$ cat src/rtl/nubus_slave_bridge.sv
// NuBus slave bridge: decodes slot/super-slot starts, runs the shared-memory
// handshake and terminates each accepted transfer with a status-coded ACK.
module nubus_slave_bridge #(
   parameter logic [3:0]               SLOTS_ADDRESS  = 4'hF,
   parameter int                       NUM_WINDOWS    = 2,
   parameter logic [8*NUM_WINDOWS-1:0] WIN_MASK       = 16'hF0C0,
   parameter logic [8*NUM_WINDOWS-1:0] WIN_ADDR       = 16'h9000,
   parameter int                       TIMEOUT_CYCLES = 255
) (
   input  logic                   nub_clkn,
   input  logic                   nub_reset,
   input  logic [3:0]             nub_idn,
   input  logic                   nub_startn_i,
   input  logic                   nub_tm1n_i,
   input  logic                   nub_tm0n_i,
   input  logic [31:0]            nub_adn_i,
   output logic [31:0]            nub_adn_o,
   output logic                   nub_ad_oe,
   output logic                   nub_ackn_o,
   output logic                   nub_tm1n_o,
   output logic                   nub_tm0n_o,
   output logic                   nub_ctl_oe,
   output logic                   mem_valid,
   output logic [31:0]            mem_addr,
   output logic [31:0]            mem_wdata,
   output logic [3:0]             mem_wstrb,
   input  logic                   mem_ready,
   input  logic [31:0]            mem_rdata,
   output logic [NUM_WINDOWS:0]   mem_sel,
   output logic [7:0]             stat_timeouts
);

   typedef enum logic [1:0] {S_IDLE, S_WDATA, S_ACCESS, S_ACK} state_t;

   // Status on {tm1n, tm0n} during ACK
   localparam logic [1:0] ST_OK  = 2'b00;
   localparam logic [1:0] ST_ERR = 2'b10;
   localparam logic [1:0] ST_TO  = 2'b01;
   localparam logic [15:0] WD_LAST = 16'(TIMEOUT_CYCLES - 1);

   state_t               state_q;
   logic                 write_q;
   logic [15:0]          wd_q;
   logic [31:0]          adn_q;
   logic                 ad_oe_q;
   logic                 ackn_q;
   logic [1:0]           stat_q;
   logic                 ctl_oe_q;
   logic                 valid_q;
   logic [31:0]          addr_q;
   logic [31:0]          wdata_q;
   logic [3:0]           wstrb_q;
   logic [NUM_WINDOWS:0] sel_q;
   logic [7:0]           tocnt_q;

   logic [31:0]          addr_d;
   logic                 slot_hit_d;
   logic [NUM_WINDOWS:0] sel_d;
   logic                 hit_d;
   logic [3:0]           strb_d;
   logic                 reserved_d;

   assign addr_d     = ~nub_adn_i;
   assign slot_hit_d = (addr_d[31:28] == SLOTS_ADDRESS) && (addr_d[27:24] == ~nub_idn);
   assign hit_d      = |sel_d;

   // Walk windows high to low so the lowest matching index ends up selected; slot space beats all.
   always_comb begin
      sel_d = '0;
      for (int i = NUM_WINDOWS - 1; i >= 0; i--) begin
         if ((addr_d[31:24] & WIN_MASK[8*i +: 8]) == WIN_ADDR[8*i +: 8]) begin
            sel_d        = '0;
            sel_d[i + 1] = 1'b1;
         end
      end
      if (slot_hit_d) sel_d = (NUM_WINDOWS + 1)'(1);
   end

   always_comb begin
      strb_d     = 4'b0000;
      reserved_d = 1'b0;
      if (!nub_tm0n_i) begin
         strb_d = 4'b0001 << addr_d[1:0];
      end else begin
         case (addr_d[1:0])
            2'b00:   strb_d = 4'hF;
            2'b01:   strb_d = 4'h3;
            2'b11:   strb_d = 4'hC;
            default: reserved_d = 1'b1;
         endcase
      end
   end

   always_ff @(negedge nub_clkn or posedge nub_reset) begin
      if (nub_reset) begin
         state_q  <= S_IDLE;
         write_q  <= 1'b0;
         wd_q     <= '0;
         adn_q    <= '1;
         ad_oe_q  <= 1'b0;
         ackn_q   <= 1'b1;
         stat_q   <= 2'b11;
         ctl_oe_q <= 1'b0;
         valid_q  <= 1'b0;
         addr_q   <= '0;
         wdata_q  <= '0;
         wstrb_q  <= '0;
         sel_q    <= '0;
         tocnt_q  <= '0;
      end else begin
         case (state_q)
            S_IDLE: begin
               if (!nub_startn_i && hit_d) begin
                  addr_q  <= addr_d;
                  sel_q   <= sel_d;
                  write_q <= ~nub_tm1n_i;
                  if (reserved_d) begin
                     wstrb_q  <= '0;
                     ctl_oe_q <= 1'b1;
                     ackn_q   <= 1'b0;
                     stat_q   <= ST_ERR;
                     state_q  <= S_ACK;
                  end else if (!nub_tm1n_i) begin
                     wstrb_q <= strb_d;
                     state_q <= S_WDATA;
                  end else begin
                     wstrb_q <= '0;
                     valid_q <= 1'b1;
                     wd_q    <= '0;
                     state_q <= S_ACCESS;
                  end
               end
            end
            S_WDATA: begin
               wdata_q <= ~nub_adn_i;
               valid_q <= 1'b1;
               wd_q    <= '0;
               state_q <= S_ACCESS;
            end
            S_ACCESS: begin
               wd_q <= wd_q + 16'd1;
               if (mem_ready) begin
                  valid_q  <= 1'b0;
                  ctl_oe_q <= 1'b1;
                  ackn_q   <= 1'b0;
                  stat_q   <= ST_OK;
                  if (!write_q) begin
                     ad_oe_q <= 1'b1;
                     adn_q   <= ~mem_rdata;
                  end
                  state_q <= S_ACK;
               end else if ((TIMEOUT_CYCLES != 0) && (wd_q == WD_LAST)) begin
                  valid_q  <= 1'b0;
                  ctl_oe_q <= 1'b1;
                  ackn_q   <= 1'b0;
                  stat_q   <= ST_TO;
                  if (tocnt_q != 8'hFF) tocnt_q <= tocnt_q + 8'd1;
                  state_q <= S_ACK;
               end
            end
            default: begin
               ctl_oe_q <= 1'b0;
               ackn_q   <= 1'b1;
               stat_q   <= 2'b11;
               ad_oe_q  <= 1'b0;
               adn_q    <= '1;
               state_q  <= S_IDLE;
            end
         endcase
      end
   end

   assign nub_adn_o     = adn_q;
   assign nub_ad_oe     = ad_oe_q;
   assign nub_ackn_o    = ackn_q;
   assign nub_tm1n_o    = stat_q[1];
   assign nub_tm0n_o    = stat_q[0];
   assign nub_ctl_oe    = ctl_oe_q;
   assign mem_valid     = valid_q;
   assign mem_addr      = addr_q;
   assign mem_wdata     = wdata_q;
   assign mem_wstrb     = wstrb_q;
   assign mem_sel       = sel_q;
   assign stat_timeouts = tocnt_q;

endmodule

$ cat config.mk
export PLATFORM = sky130hd
export DESIGN_NAME = nubus_slave_bridge
export DESIGN_NICKNAME = d
export VERILOG_FILES = /design/src/rtl/nubus_slave_bridge.sv
export SDC_FILE = /design/constraint.sdc
export NUM_CORES = 1
export LEC_CHECK = 0
export CORE_MARGIN = 2
export CORE_UTILIZATION = 50
export DETAILED_ROUTE_END_ITERATION = 8
export PLACE_DENSITY_LB_ADDON = 0.15
export SLEW_MARGIN = 20
export SYNTH_ARGS = -nofsm -noshare
export SYNTH_HDL_FRONTEND = slang
export SYNTH_SLANG_ARGS = --single-unit
$ cat constraint.sdc
create_clock -name nub_clkn -period 10.43 [get_ports nub_clkn]
set_input_delay 1.5645 -clock nub_clkn [delete_from_list [all_inputs] [get_ports nub_clkn]]
set_output_delay 1.5645 -clock nub_clkn [all_outputs]
set_load 0.03 [all_outputs]
Yosys cells after proc, flatten, opt, wreduce, memory -nomap -nowiden
Cells that the tools add are included.
Widths: inputs -> output; s select.
{ "word_totals": {"register_bits": 136, "in_bits": 74} }
{ "classes": {"addsub": 2, "eq_ne": 16, "shift": 1, "mux": 44, "bitwise": 7, "reduce_logical": 17} }
{ "ops": {"columns": ["operator", "n"], "rows": [
  ["$mux 32", 2],
  ["$not 32->32", 2],
  ["$pmux 32 s2", 1],
  ["$mux 16", 3],
  ["$pmux 16 s3", 1],
  ["$mux 2", 9],
  ["$add 16x1->16 const B", 1],
  ["$eq 16x8->1 const B", 1],
  ["$mux 1", 15],
  ["$mux 4", 3],
  ["$ne 2x2->1 const B", 6],
  ["$pmux 2 s3", 2],
  ["$pmux 4 s3", 1],
  ["$reduce_and 4->1", 3],
  ["$mux 3", 3],
  ["$pmux 1 s3", 3],
  ["$add 8x1->8 const B", 1],
  ["$eq 4x4->1 const B", 2],
  ["$logic_not 8->1", 1],
  ["$ne 8x8->1 const B", 1],
  ["$reduce_or 3->1", 2],
  ["$reduce_and 5->1", 1],
  ["$eq 2x1->1 const B", 2],
  ["$eq 2x2->1 const B", 2],
  ["other kinds (13)", 19]
]} }

Depth between registers and ports, before layout
Gate-level depths: netlist of run 1.
{ "logic_depth": {"depth_word": 9, "depth_mapped": 10, "ltp_nobuf": 7} }

==> metrics.csv, run 1 <==
stage;metric;value;unit
critical_path;Worst path max stage delay;0.59;ns
global_route;global-route wire length before repair;25470;um
critical_path;critical path startpoint category;input pin;
sta;final worst slack;1.209;ns
drt;Iteration-0 DRC Markers;324;
sta;slew margin rel.;47.68;%
pwr;Net Sw Frac;40.76;%
critical_path;Critical Path RT;5.43;ns
drt;Routed WL per cell;16.47;um
logic_synthesis;#FFs+latches synth;136;
cells_and_area;commonest non-fill, non-tap cell in the layout;clkdlybuf4s50_1;
die;die footprint;12700;sq um
critical_path;delay-heaviest family, CP;compound AO/OA/AOI/OAI gates;
pwr;P_int;1.698;mW
clock_tree;Hold Buf Count CTS;0;
sta;Setup-failing EPs final;0;
critical_path;crit path from;nub_adn_i[1];
die;die extent in y;112.7;um
critical_path;Buffers & Inverters on Critical Path;3;
pwr;part of the power in registers;31.4;%
cells_and_area;Area Growth Syn to Fin;46.42;%
global_route;largest net degree at the start of global routing;79;
run_status;status;finished clean;
pwr;clock power share;24.1;%
critical_path;Setup CP Type;in2reg;
logic_synthesis;Distinct cells, synth;49;
sta;RSZ-0062 raised after global routing;no;
min_path;Worst Min Path Start;mem_sel[2];
sta;Slew Limit Fails;0;
sta;Min Hold Slack;0.4180;ns
clock_tree;clock sinks;136;
drt;drt drc;0;
drt;1st-pass router iterations;5;
logic_synthesis;Mapped Cells;583;
cells_and_area;most frequent cells in the layout;clkdlybuf4s50_1 (190), dfrtn_1 (101), nor2_1 (88);
place;Placer Congestion;0.8223;
cells_and_area;ant diodes;0;
clock_tree;TritonCTS clock tree;yes;
clock_tree;clk_lat worst skew;0.45;ns
critical_path;Worst Setup End Kind;register;
critical_path;CP Max Fanout;20;
sta;worst-margin pin slew;0.7848;ns
place;DP HPWL;10580;um
logic_synthesis;syn_area_per_cell;10.13;sq um
sta;worst clock skew;0.06182;ns
logic_synthesis;sequential area share after synthesis;58.37;%
logic_synthesis;Post-Syn Area;5906;sq um
place;Setup WS pre-CTS;0.8124;ns
global_route;Remaining Overflow, GRT;0;
clock_tree;CTS clock-pin slew for the worst setup and hold paths;0.04;ns
logic_synthesis;Post-synth EDFFs;0;
logic_synthesis;main flop type after synthesis;dfrtn_1;
place;IO Port Bufs;190;
clock_tree;root buf cell;clkbuf_16;
place;Cell Area, Placed;7879;sq um
global_route;GRT Util Overall;25.07;%
pwr;P per Cell Area;331.5;nW/um^2
die;row cnt;39;
die;Die X;112.7;um
die;Core Box Area;11470;sq um
clock_tree;Clock Path Buffers;2;
global_route;initial antenna violation count;0;
run;Max-Cap Viols;0;
pwr;Worst VDD drop;0.2220;mV
pwr;leakage;3.819;nW
drt;routed wire length;15630;um
critical_path;CP Cell Sequence;clkdlybuf4s50_1, inv_1, ha_1, a21bo_2, a2111oi_4, a221o_1, buf_4, mux2i_1, o21ai_0;
cells_and_area;design area;8647;sq um
clock_tree;Num CTS Buffers;17;
critical_path;slowest stage cell, crit path;a221o_1;
critical_path;Reg2Reg Launch Point;state_q[0];
pwr;combinational cell fraction of total power;44.5;%
sta;Final Hold Fails;0;
pwr;total power;2.866;mW
global_route;via count of the first global-routing pass;5239;
sta;total negative slack;0;ns
die;initial cell density of the core;51.50;%
cells_and_area;layout net count;880;
clock_tree;Max H-tree Level;4;
drt;Avg Vias per Cell;5.372;
cells_and_area;share of layout cells above drive strength 1;10.05;%
clock_tree;post-CTS setup buffers;0;
pwr;net switching power;1.168;mW
drt;DR vias;5098;
logic_synthesis;synth warn;0;
die;IO Count;191;
logic_synthesis;post-synth net total;670;
min_path;Worst Hold Class;reg2reg;
clock_tree;CTS resizes;0;
logic_synthesis;fraction of registers with async set or reset after synthesis;100.0;%
critical_path;Worst Path Arrival;4.22;ns
drt;Routed Antenna Nets;0;
flip-flops by register name (all words and copies together), names as in the netlist, 2 cells and up:
signal         flops
mem_addr          32
mem_wdata         32
nub_adn_o         32
wd_q              16
stat_timeouts      8
mem_wstrb          4
mem_sel            3
stat_q             2
state_q            2
synth_stat cells (2+ instances only):
cell type,count,share of area [%]
dfrtn_1,101,43
nor2_1,88,5.6
nand2_1,61,3.9
a21oi_1,40,3.4
o21ai_0,40,3.4
a31oi_1,36,3.8
dfstp_2,35,16
clkbuf_1,24,1.5
inv_1,19,1.2
nand3_1,14,1.2
nor3_1,14,1.2
ha_1,13,2.8
mux2i_1,11,1.9
nand4_1,10,1.1
a21o_1,6,0.76
buf_1,6,0.38
nor4_1,6,0.64
xnor2_1,6,0.89
xor2_1,6,0.89
mux2_2,5,0.95
buf_2,4,0.34
nand2b_1,4,0.42
o31ai_1,4,0.51
and4_1,3,0.44
a22o_1,2,0.30
buf_6,2,0.38
logic make-up (layout without fill, tap and decap cells):
| group | Yosys count | in the layout | share of synthesized area [%] |
|---|---|---|---|
| mux | 16 | 16 | 2.818 |
| flops | 136 | 136 | 58.37 |
| compound gates | 141 | 141 | 14.66 |
| xor+xnor | 12 | 12 | 1.780 |
| fa+ha+maj | 13 | 13 | 2.754 |
| buf+inv | 56 | 279 | 3.962 |
| simple gates | 209 | 209 | 15.66 |
routing by layer:
| layer | GRT usage (%) | part of all wire (%) | up-vias |
|---|---|---|---|
| met3 | 10.53 | 8.2 | 32 |
| met5 | 0 | 0 | - |
| met1 | 29.37 | 40 | 2441 |
| met4 | 9.024 | 2.0 | 0 |
| met2 | 41.48 | 50 | 180 |
| li1 | - | - | 2445 |
final timing paths:
kind                                end  slack (ns)  depth (start not counted)
setup / recovery                wd_q[6]        1.21                          9
hold / removal               mem_sel[2]        0.42                          2
setup reg to reg              nub_ad_oe        7.58                          8
hold reg to reg              mem_sel[2]        0.42                          2
max in group asynchronous  mem_addr[10]        2.76                          3
min in group asynchronous     nub_ad_oe        6.79                          2
worst register-to-register path: cells and delay by family, from the launching register on:
| kind | cells | cell delay (ns) |
|---|---|---|
| flip-flops | 1 | 0.51 |
| multiplexers | 1 | 0.42 |
| adder cells (fa/ha/maj) | 1 | 0.19 |
| AO/OA/AOI/OAI | 1 | 0.10 |
| AND/OR/NAND/NOR | 1 | 0.13 |
| buffers and inverters | 4 | 1.35 |
power by group through the flow:
stage,logic (mW),registers (mW),clock network (mW)
final,1.27,0.901,0.691
after global placement,1.24,0.890,0.0211
after floorplan,0.463,1.22,0.0211
after global routing,1.37,0.927,0.736
after detailed placement,1.27,0.900,0.0211
after CTS,1.28,0.900,0.702
through the flow:
step                      std cells  utilization (%)
after CTS                       949            75.32
after global placement          883            68.71
final                           949            75.41
after floorplan                 583                -
after global routing            949            75.41
after detailed placement        883            68.71
area by class of cell:
class,instances,area [sq um]
clock buffer,21,471.7
clock inverter,46,290.3
fill,795,2820
inverter,18,70.07
multi-input combinational,391,2245
sequential,136,3447
tap,143,178.9
timing repair buffer,194,1944
Note: power is estimated with default switching activity, not from simulation.
==> inputs of run 2 (changes only) <==
--- a/config.mk
+++ b/config.mk
@@ -7,8 +7,10 @@
 export LEC_CHECK = 0
 export CORE_MARGIN = 2
 export CORE_UTILIZATION = 50
+export CTS_BUF_LIST = sky130_fd_sc_hd__clkbuf_4 sky130_fd_sc_hd__clkbuf_8 sky130_fd_sc_hd__clkbuf_16
 export DETAILED_ROUTE_END_ITERATION = 8
 export PLACE_DENSITY_LB_ADDON = 0.15
+export RECOVER_POWER = 100
 export SLEW_MARGIN = 20
 export SYNTH_ARGS = -nofsm -noshare
 export SYNTH_HDL_FRONTEND = slang
==> run 2 against run 1 <==
- the flow now finishes with violations (capacitance limit, slew limit)
- global-route usage rose by 0.058 points
- first-iteration DRC count is 1.2% lower
- worst setup slack worse by 0.44 ns
- routed wire length shrank 0.44%
- combinational power decreased by 5%
- non-clock buffer count unchanged
- final cell count grew 0.21%
- via count up 0.35%
- power fell by 2.4%
- design area shrank 0.32%
- clock-buffer cell count did not move
- hold slack about the same
- largest cell class unchanged
- highest routed layer unchanged
==> metrics.csv, run 2 (synthesis gave the netlist of run 1 again) <==
stage;metric;value;unit
run_status;status;complete, but fails checks;
run_status;failing checks;capacitance limit, slew limit;
drt;routed wire length;15560;um
clock_tree;CTS resizes;0;
place;DP HPWL;10580;um
drt;DR vias;5116;
cells_and_area;commonest non-fill, non-tap cell in the layout;dlygate4sd3_1;
drt;routed wl met2;7895;um
die;row cnt;39;
global_route;Remaining Overflow, GRT;0;
cells_and_area;layout net count;880;
pwr;P per Cell Area;324.4;nW/um^2
sta;Setup-failing EPs final;0;
min_path;Hold Path End;mem_addr[12];
drt;top layer in use;met4;
run;Max-Cap Viols;1;
critical_path;Worst R2R Setup Slack;7.45;ns
sta;Final Hold Fails;0;
cells_and_area;FILL cells;792;
clock_tree;clock sinks;136;
drt;Iteration-0 DRC Markers;320;
clock_tree;CTS clock-pin slew for the worst setup and hold paths;0.04;ns
global_route;GRT Util Overall;25.13;%
global_route;largest net degree at the start of global routing;79;
sta;total negative slack;0;ns
critical_path;CP Cell Sequence;dlygate4sd3_1, inv_1, ha_1, a21bo_1, a2111oi_0, a221o_1, clkbuf_1, mux2i_1, o21ai_0;
sta;slew margin rel.;-85.59;%
drt;Routed WL per cell;16.36;um
die;die footprint;12700;sq um
min_path;Hold Path Cell Cnt;2;
sta;RSZ-0062 raised after global routing;no;
critical_path;Critical Path RT;5.43;ns
global_route;global-route wire length before repair;25560;um
critical_path;Worst R2R End;wd_q[6];
sta;worst-margin pin slew;2.769;ns
critical_path;slowest stage cell, crit path;dlygate4sd3_1;
place;Cell Area, Placed;7879;sq um
critical_path;critical path startpoint category;input pin;
pwr;Worst VDD drop;0.2130;mV
drt;drt drc;0;
min_path;Worst Hold Class;reg2reg;
pwr;total power;2.796;mW
die;die extent in y;112.7;um
min_path;Worst Min Path Start;mem_addr[12];
die;initial cell density of the core;51.50;%
cells_and_area;share of layout cells above drive strength 1;9.801;%
cells_and_area;FF+latch area;3447;sq um
die;Core Box Area;11470;sq um
clock_tree;root buf cell;clkbuf_16;
clock_tree;Hold Buf Count CTS;0;
drt;met3 routed WL;1340;um
place;Placer Congestion;0.8223;
clock_tree;Max H-tree Level;4;
drt;1st-pass router iterations;5;
drt;Metal-1 WL;6085;um
drt;Avg Vias per Cell;5.380;
sta;final worst slack;0.7723;ns
clock_tree;TritonCTS clock tree;yes;
critical_path;CP Max Fanout;20;
critical_path;Setup CP Type;in2reg;
cells_and_area;area of the multi-input gates;2210;sq um
clock_tree;post-CTS setup buffers;0;
cells_and_area;Area Growth Syn to Fin;45.95;%
cells_and_area;design area;8620;sq um
critical_path;Worst path max stage delay;0.62;ns
place;Setup WS pre-CTS;0.8124;ns
global_route;initial antenna violation count;2;
clock_tree;clk_lat worst skew;0.45;ns
critical_path;Worst Path Arrival;4.66;ns
place;IO Port Bufs;190;
cells_and_area;most frequent cells in the layout;dlygate4sd3_1 (151), dfrtn_1 (101), nor2_1 (88);
pwr;leakage;3.826;nW
critical_path;Reg2Reg Launch Point;state_q[1];
sta;Slew Limit Fails;64;
drt;Routed Antenna Nets;0;
critical_path;Worst Setup End Kind;register;
sta;worst clock skew;0.06169;ns
die;Die X;112.7;um
clock_tree;Num CTS Buffers;17;
clock_tree;Clock Path Buffers;2;
critical_path;Reg2Reg Depth;8;
global_route;via count of the first global-routing pass;5249;
die;IO Count;191;
run 2: critical path, delay by kind of cell:
| family | cells | cell delay, ns |
|---|---|---|
| buffers and inverters | 3 | 1.15 |
| adder cells (fa/ha/maj) | 1 | 0.26 |
| AO/OA/AOI/OAI | 4 | 1.45 |
| multiplexers | 1 | 0.23 |
run 2: power by group:
group | internal, mW | switching [mW]
Sequential | 0.770 | 0.123
Clock | 0.441 | 0.257
Combinational | 0.425 | 0.781
run 2: layout make-up:
class	instances	area share, %
sequential	136	39.99
multi-input combinational	391	25.64
timing repair buffer	194	22.51
clock buffer	21	5.560
clock inverter	46	3.368
tap	143	2.076
inverter	18	0.7984
antenna	2	0.05806
run 2: worst max path at each step:
stage | start | endpoint | slack [ns]
after floorplan | nub_reset | mem_addr[0] | 0.22
after CTS | nub_adn_i[1] | wd_q[6] | 1.22
after global placement | nub_adn_i[1] | wd_q[6] | 0.91
final | nub_adn_i[1] | wd_q[6] | 0.77
after detailed placement | nub_adn_i[1] | wd_q[6] | 0.81
after global routing | nub_adn_i[1] | wd_q[6] | 0.59
run 2: per-layer routing:
layer,vias to the layer above,GRT usage [%]
met2,198,41.80
met3,23,10.37
met5,-,0
met4,0,8.699
li1,2452,-
met1,2443,29.52
run 2: stage by stage:
stage	hold slack (ns)	std cells	utilization [%]
4_1_cts	0.4255	949	75.38
3_5_place_dp	0.4244	883	68.71
6_report	0.4182	951	75.17
3_3_place_gp	0.4185	883	68.71
2_1_floorplan	0.4104	583	-
5_1_grt	0.4388	951	75.17
==> inputs of run 3 (changes only) <==
--- a/config.mk
+++ b/config.mk
@@ -9,7 +9,7 @@
 export CORE_UTILIZATION = 50
 export CTS_BUF_LIST = sky130_fd_sc_hd__clkbuf_4 sky130_fd_sc_hd__clkbuf_8 sky130_fd_sc_hd__clkbuf_16
 export DETAILED_ROUTE_END_ITERATION = 8
-export PLACE_DENSITY_LB_ADDON = 0.15
+export PLACE_DENSITY = 0.86
 export RECOVER_POWER = 100
 export SLEW_MARGIN = 20
 export SYNTH_ARGS = -nofsm -noshare
==> run 3 against run 2 <==
- the run now ends clean
- critical endpoint unchanged
- combinational power about the same
- clock skew is 0.014 ns higher
- critical path depth unchanged
- hold slack got worse by 0.0042 ns
- sequential power hardly changed
- register-to-register slack worse by 0.05 ns
- first-iteration DRC count grew 15%
- power fell by 1.4%
- worst setup slack worse by 0.036 ns
- largest cell class unchanged
- sequential cell count is the same
- clock-buffer cell count is 3 lower
==> metrics.csv, run 3 (synthesis gave the netlist of run 1 again) <==
stage;metric;value;unit
global_route;GRT Util Overall;25.28;%
drt;drt drc;0;
global_route;Remaining Overflow, GRT;0;
pwr;clock power share;23.7;%
sta;RSZ-0062 raised after global routing;no;
clock_tree;Max H-tree Level;4;
clock_tree;Num CTS Buffers;17;
critical_path;Setup CP Type;in2reg;
clock_tree;clk_lat worst skew;0.47;ns
global_route;layer with the highest usage;met2;
pwr;part of the power in registers;32.4;%
drt;Routed WL per cell;16.38;um
critical_path;CP Max Fanout;20;
clock_tree;Hold Buf Count CTS;0;
pwr;total power;2.757;mW
die;IO Count;191;
clock_tree;post-CTS setup buffers;0;
pwr;P per Cell Area;322.0;nW/um^2
pwr;net switching power;1.169;mW
cells_and_area;Layout Cells excl Fill;951;
global_route;GR Layer Usage met2;41.56;%
pwr;leakage;3.794;nW
place;IO Port Bufs;190;
global_route;initial antenna violation count;1;
sta;total negative slack;0;ns
global_route;largest net degree at the start of global routing;92;
drt;DR vias;5209;
min_path;Hold Path End;mem_sel[1];
min_path;Worst Min Path Start;mem_sel[1];
die;row cnt;39;
clock_tree;Clock Path Buffers;2;
cells_and_area;FILL cells;752;
sta;Setup-failing EPs final;0;
die;initial cell density of the core;51.50;%
sta;Slew Limit Fails;0;
clock_tree;clock sinks;136;
sta;slew margin rel.;16.13;%
place;DP HPWL;10440;um
pwr;combinational cell fraction of total power;43.8;%
critical_path;Worst R2R End;wd_q[6];
cells_and_area;Area Growth Syn to Fin;44.98;%
die;die extent in y;112.7;um
min_path;Worst Hold Class;reg2reg;
sta;Final Hold Fails;0;
sta;worst clock skew;0.07590;ns
place;Placer Congestion;0.8312;
global_route;via count of the first global-routing pass;5191;
die;die footprint;12700;sq um
run_status;status;finished clean;
run;Max-Cap Viols;0;
die;Core Box Area;11470;sq um
clock_tree;CTS clock-pin slew for the worst setup and hold paths;0.04;ns
pwr;Worst VDD drop;0.1959;mV
global_route;met1 usage;30.43;%
drt;routed wire length;15580;um
place;placed insts;884;
clock_tree;TritonCTS clock tree;yes;
critical_path;Reg2Reg Launch Point;state_q[1];
pwr;P_int;1.588;mW
drt;Iteration-0 DRC Markers;368;
drt;Avg Vias per Cell;5.477;
critical_path;Reg2Reg Depth;8;
cells_and_area;commonest non-fill, non-tap cell in the layout;dlygate4sd3_1;
cells_and_area;layout net count;881;
critical_path;Worst Path Arrival;4.69;ns
clock_tree;CTS resizes;0;
min_path;Hold Path Cell Cnt;1;
critical_path;Worst R2R Setup Slack;7.40;ns
critical_path;Critical Path RT;5.43;ns
drt;Routed Antenna Nets;0;
global_route;met3 usage;7.721;%
cells_and_area;share of layout cells above drive strength 1;9.665;%
clock_tree;root buf cell;clkbuf_16;
global_route;global-route wire length before repair;25520;um
critical_path;Worst Setup End Kind;register;
die;Die X;112.7;um
critical_path;critical path startpoint category;input pin;
drt;1st-pass router iterations;5;
cells_and_area;most frequent cells in the layout;dlygate4sd3_1 (151), dfrtn_1 (101), nor2_1 (88);
sta;worst-margin pin slew;1.258;ns
pwr;Net Sw Frac;42.41;%
==> run 3: cell types whose count changed in the layout (fill, tap and decap cells not counted) <==
| cell | delta |
|---|---|
| inv_6 | +3 |
| clkbuf_1 | +2 |
| buf_12 | -1 |
| bufinv_16 | -1 |
| clkbuf_16 | -1 |
| clkbuf_4 | -1 |
| clkbuf_8 | -1 |
| clkinvlp_4 | +1 |
| diode_2 | -1 |
==> run 3: worst max path at each step <==
stage                      start     endpoint  slack, ns  depth (start not counted)
floorplan              nub_reset  mem_addr[0]       0.22                          1
finish              nub_adn_i[1]      wd_q[6]       0.74                          9
detailed placement  nub_adn_i[1]      wd_q[6]       0.78                          9
global route        nub_adn_i[1]      wd_q[2]       0.51                          9
CTS                 nub_adn_i[1]      wd_q[6]       1.16                          9
global placement    nub_adn_i[1]      wd_q[6]       0.93                          9
==> run 3: metal layers <==
layer	vias up	part of all wire (%)	routed length, um
met3	61	6.1	953
li1	2455	-	-
met2	205	50	7845
met1	2488	40	6214
met4	0	3.6	568
met5	-	0	0
==> run 3: layout make-up <==
cell class              count  area, sq um  share of cell area (%)
flip-flops and latches    136         3447                   40.26
multi-input cells         391         2210                   25.81
repair buffers            195         1928                   22.52
clock buffers              18        432.9                   5.056
clock inverters            49        290.3                   3.390
well taps                 143        178.9                   2.090
inverters                  18        72.57                  0.8476
diodes                      1        2.502                 0.02923
==> run 3: critical path, cell delays in order <==
cell and delay (ns):
dlygate4sd3_1 0.61, inv_1 0.11, ha_1 0.27, a21bo_1 0.23, a2111oi_0 0.46, a221o_1 0.64
clkbuf_1 0.45, mux2i_1 0.25, o21ai_0 0.10
==> run 3: per-stage QoR <==
step | utilization, % | hold WS [ns] | instance area, sq um | setup slack (ns)
after CTS | 74.94 | 0.4259 | 8593 | 1.163
final | 74.66 | 0.4140 | 8562 | 0.7360
after global placement | 68.66 | 0.4204 | 7874 | 0.9282
after detailed placement | 68.66 | 0.4260 | 7874 | 0.7839
after global routing | 74.66 | 0.4400 | 8562 | 0.5087
after floorplan | - | 0.4104 | 5906 | 0.2214
==> run 3: power groups by stage <==
stage	combinational [mW]	sequential [mW]	clock, mW
2_1_floorplan	0.463	1.22	0.0211
3_3_place_gp	1.24	0.891	0.0211
3_5_place_dp	1.27	0.901	0.0211
4_1_cts	1.28	0.900	0.664
5_1_grt	1.30	0.921	0.701
6_report	1.21	0.894	0.654
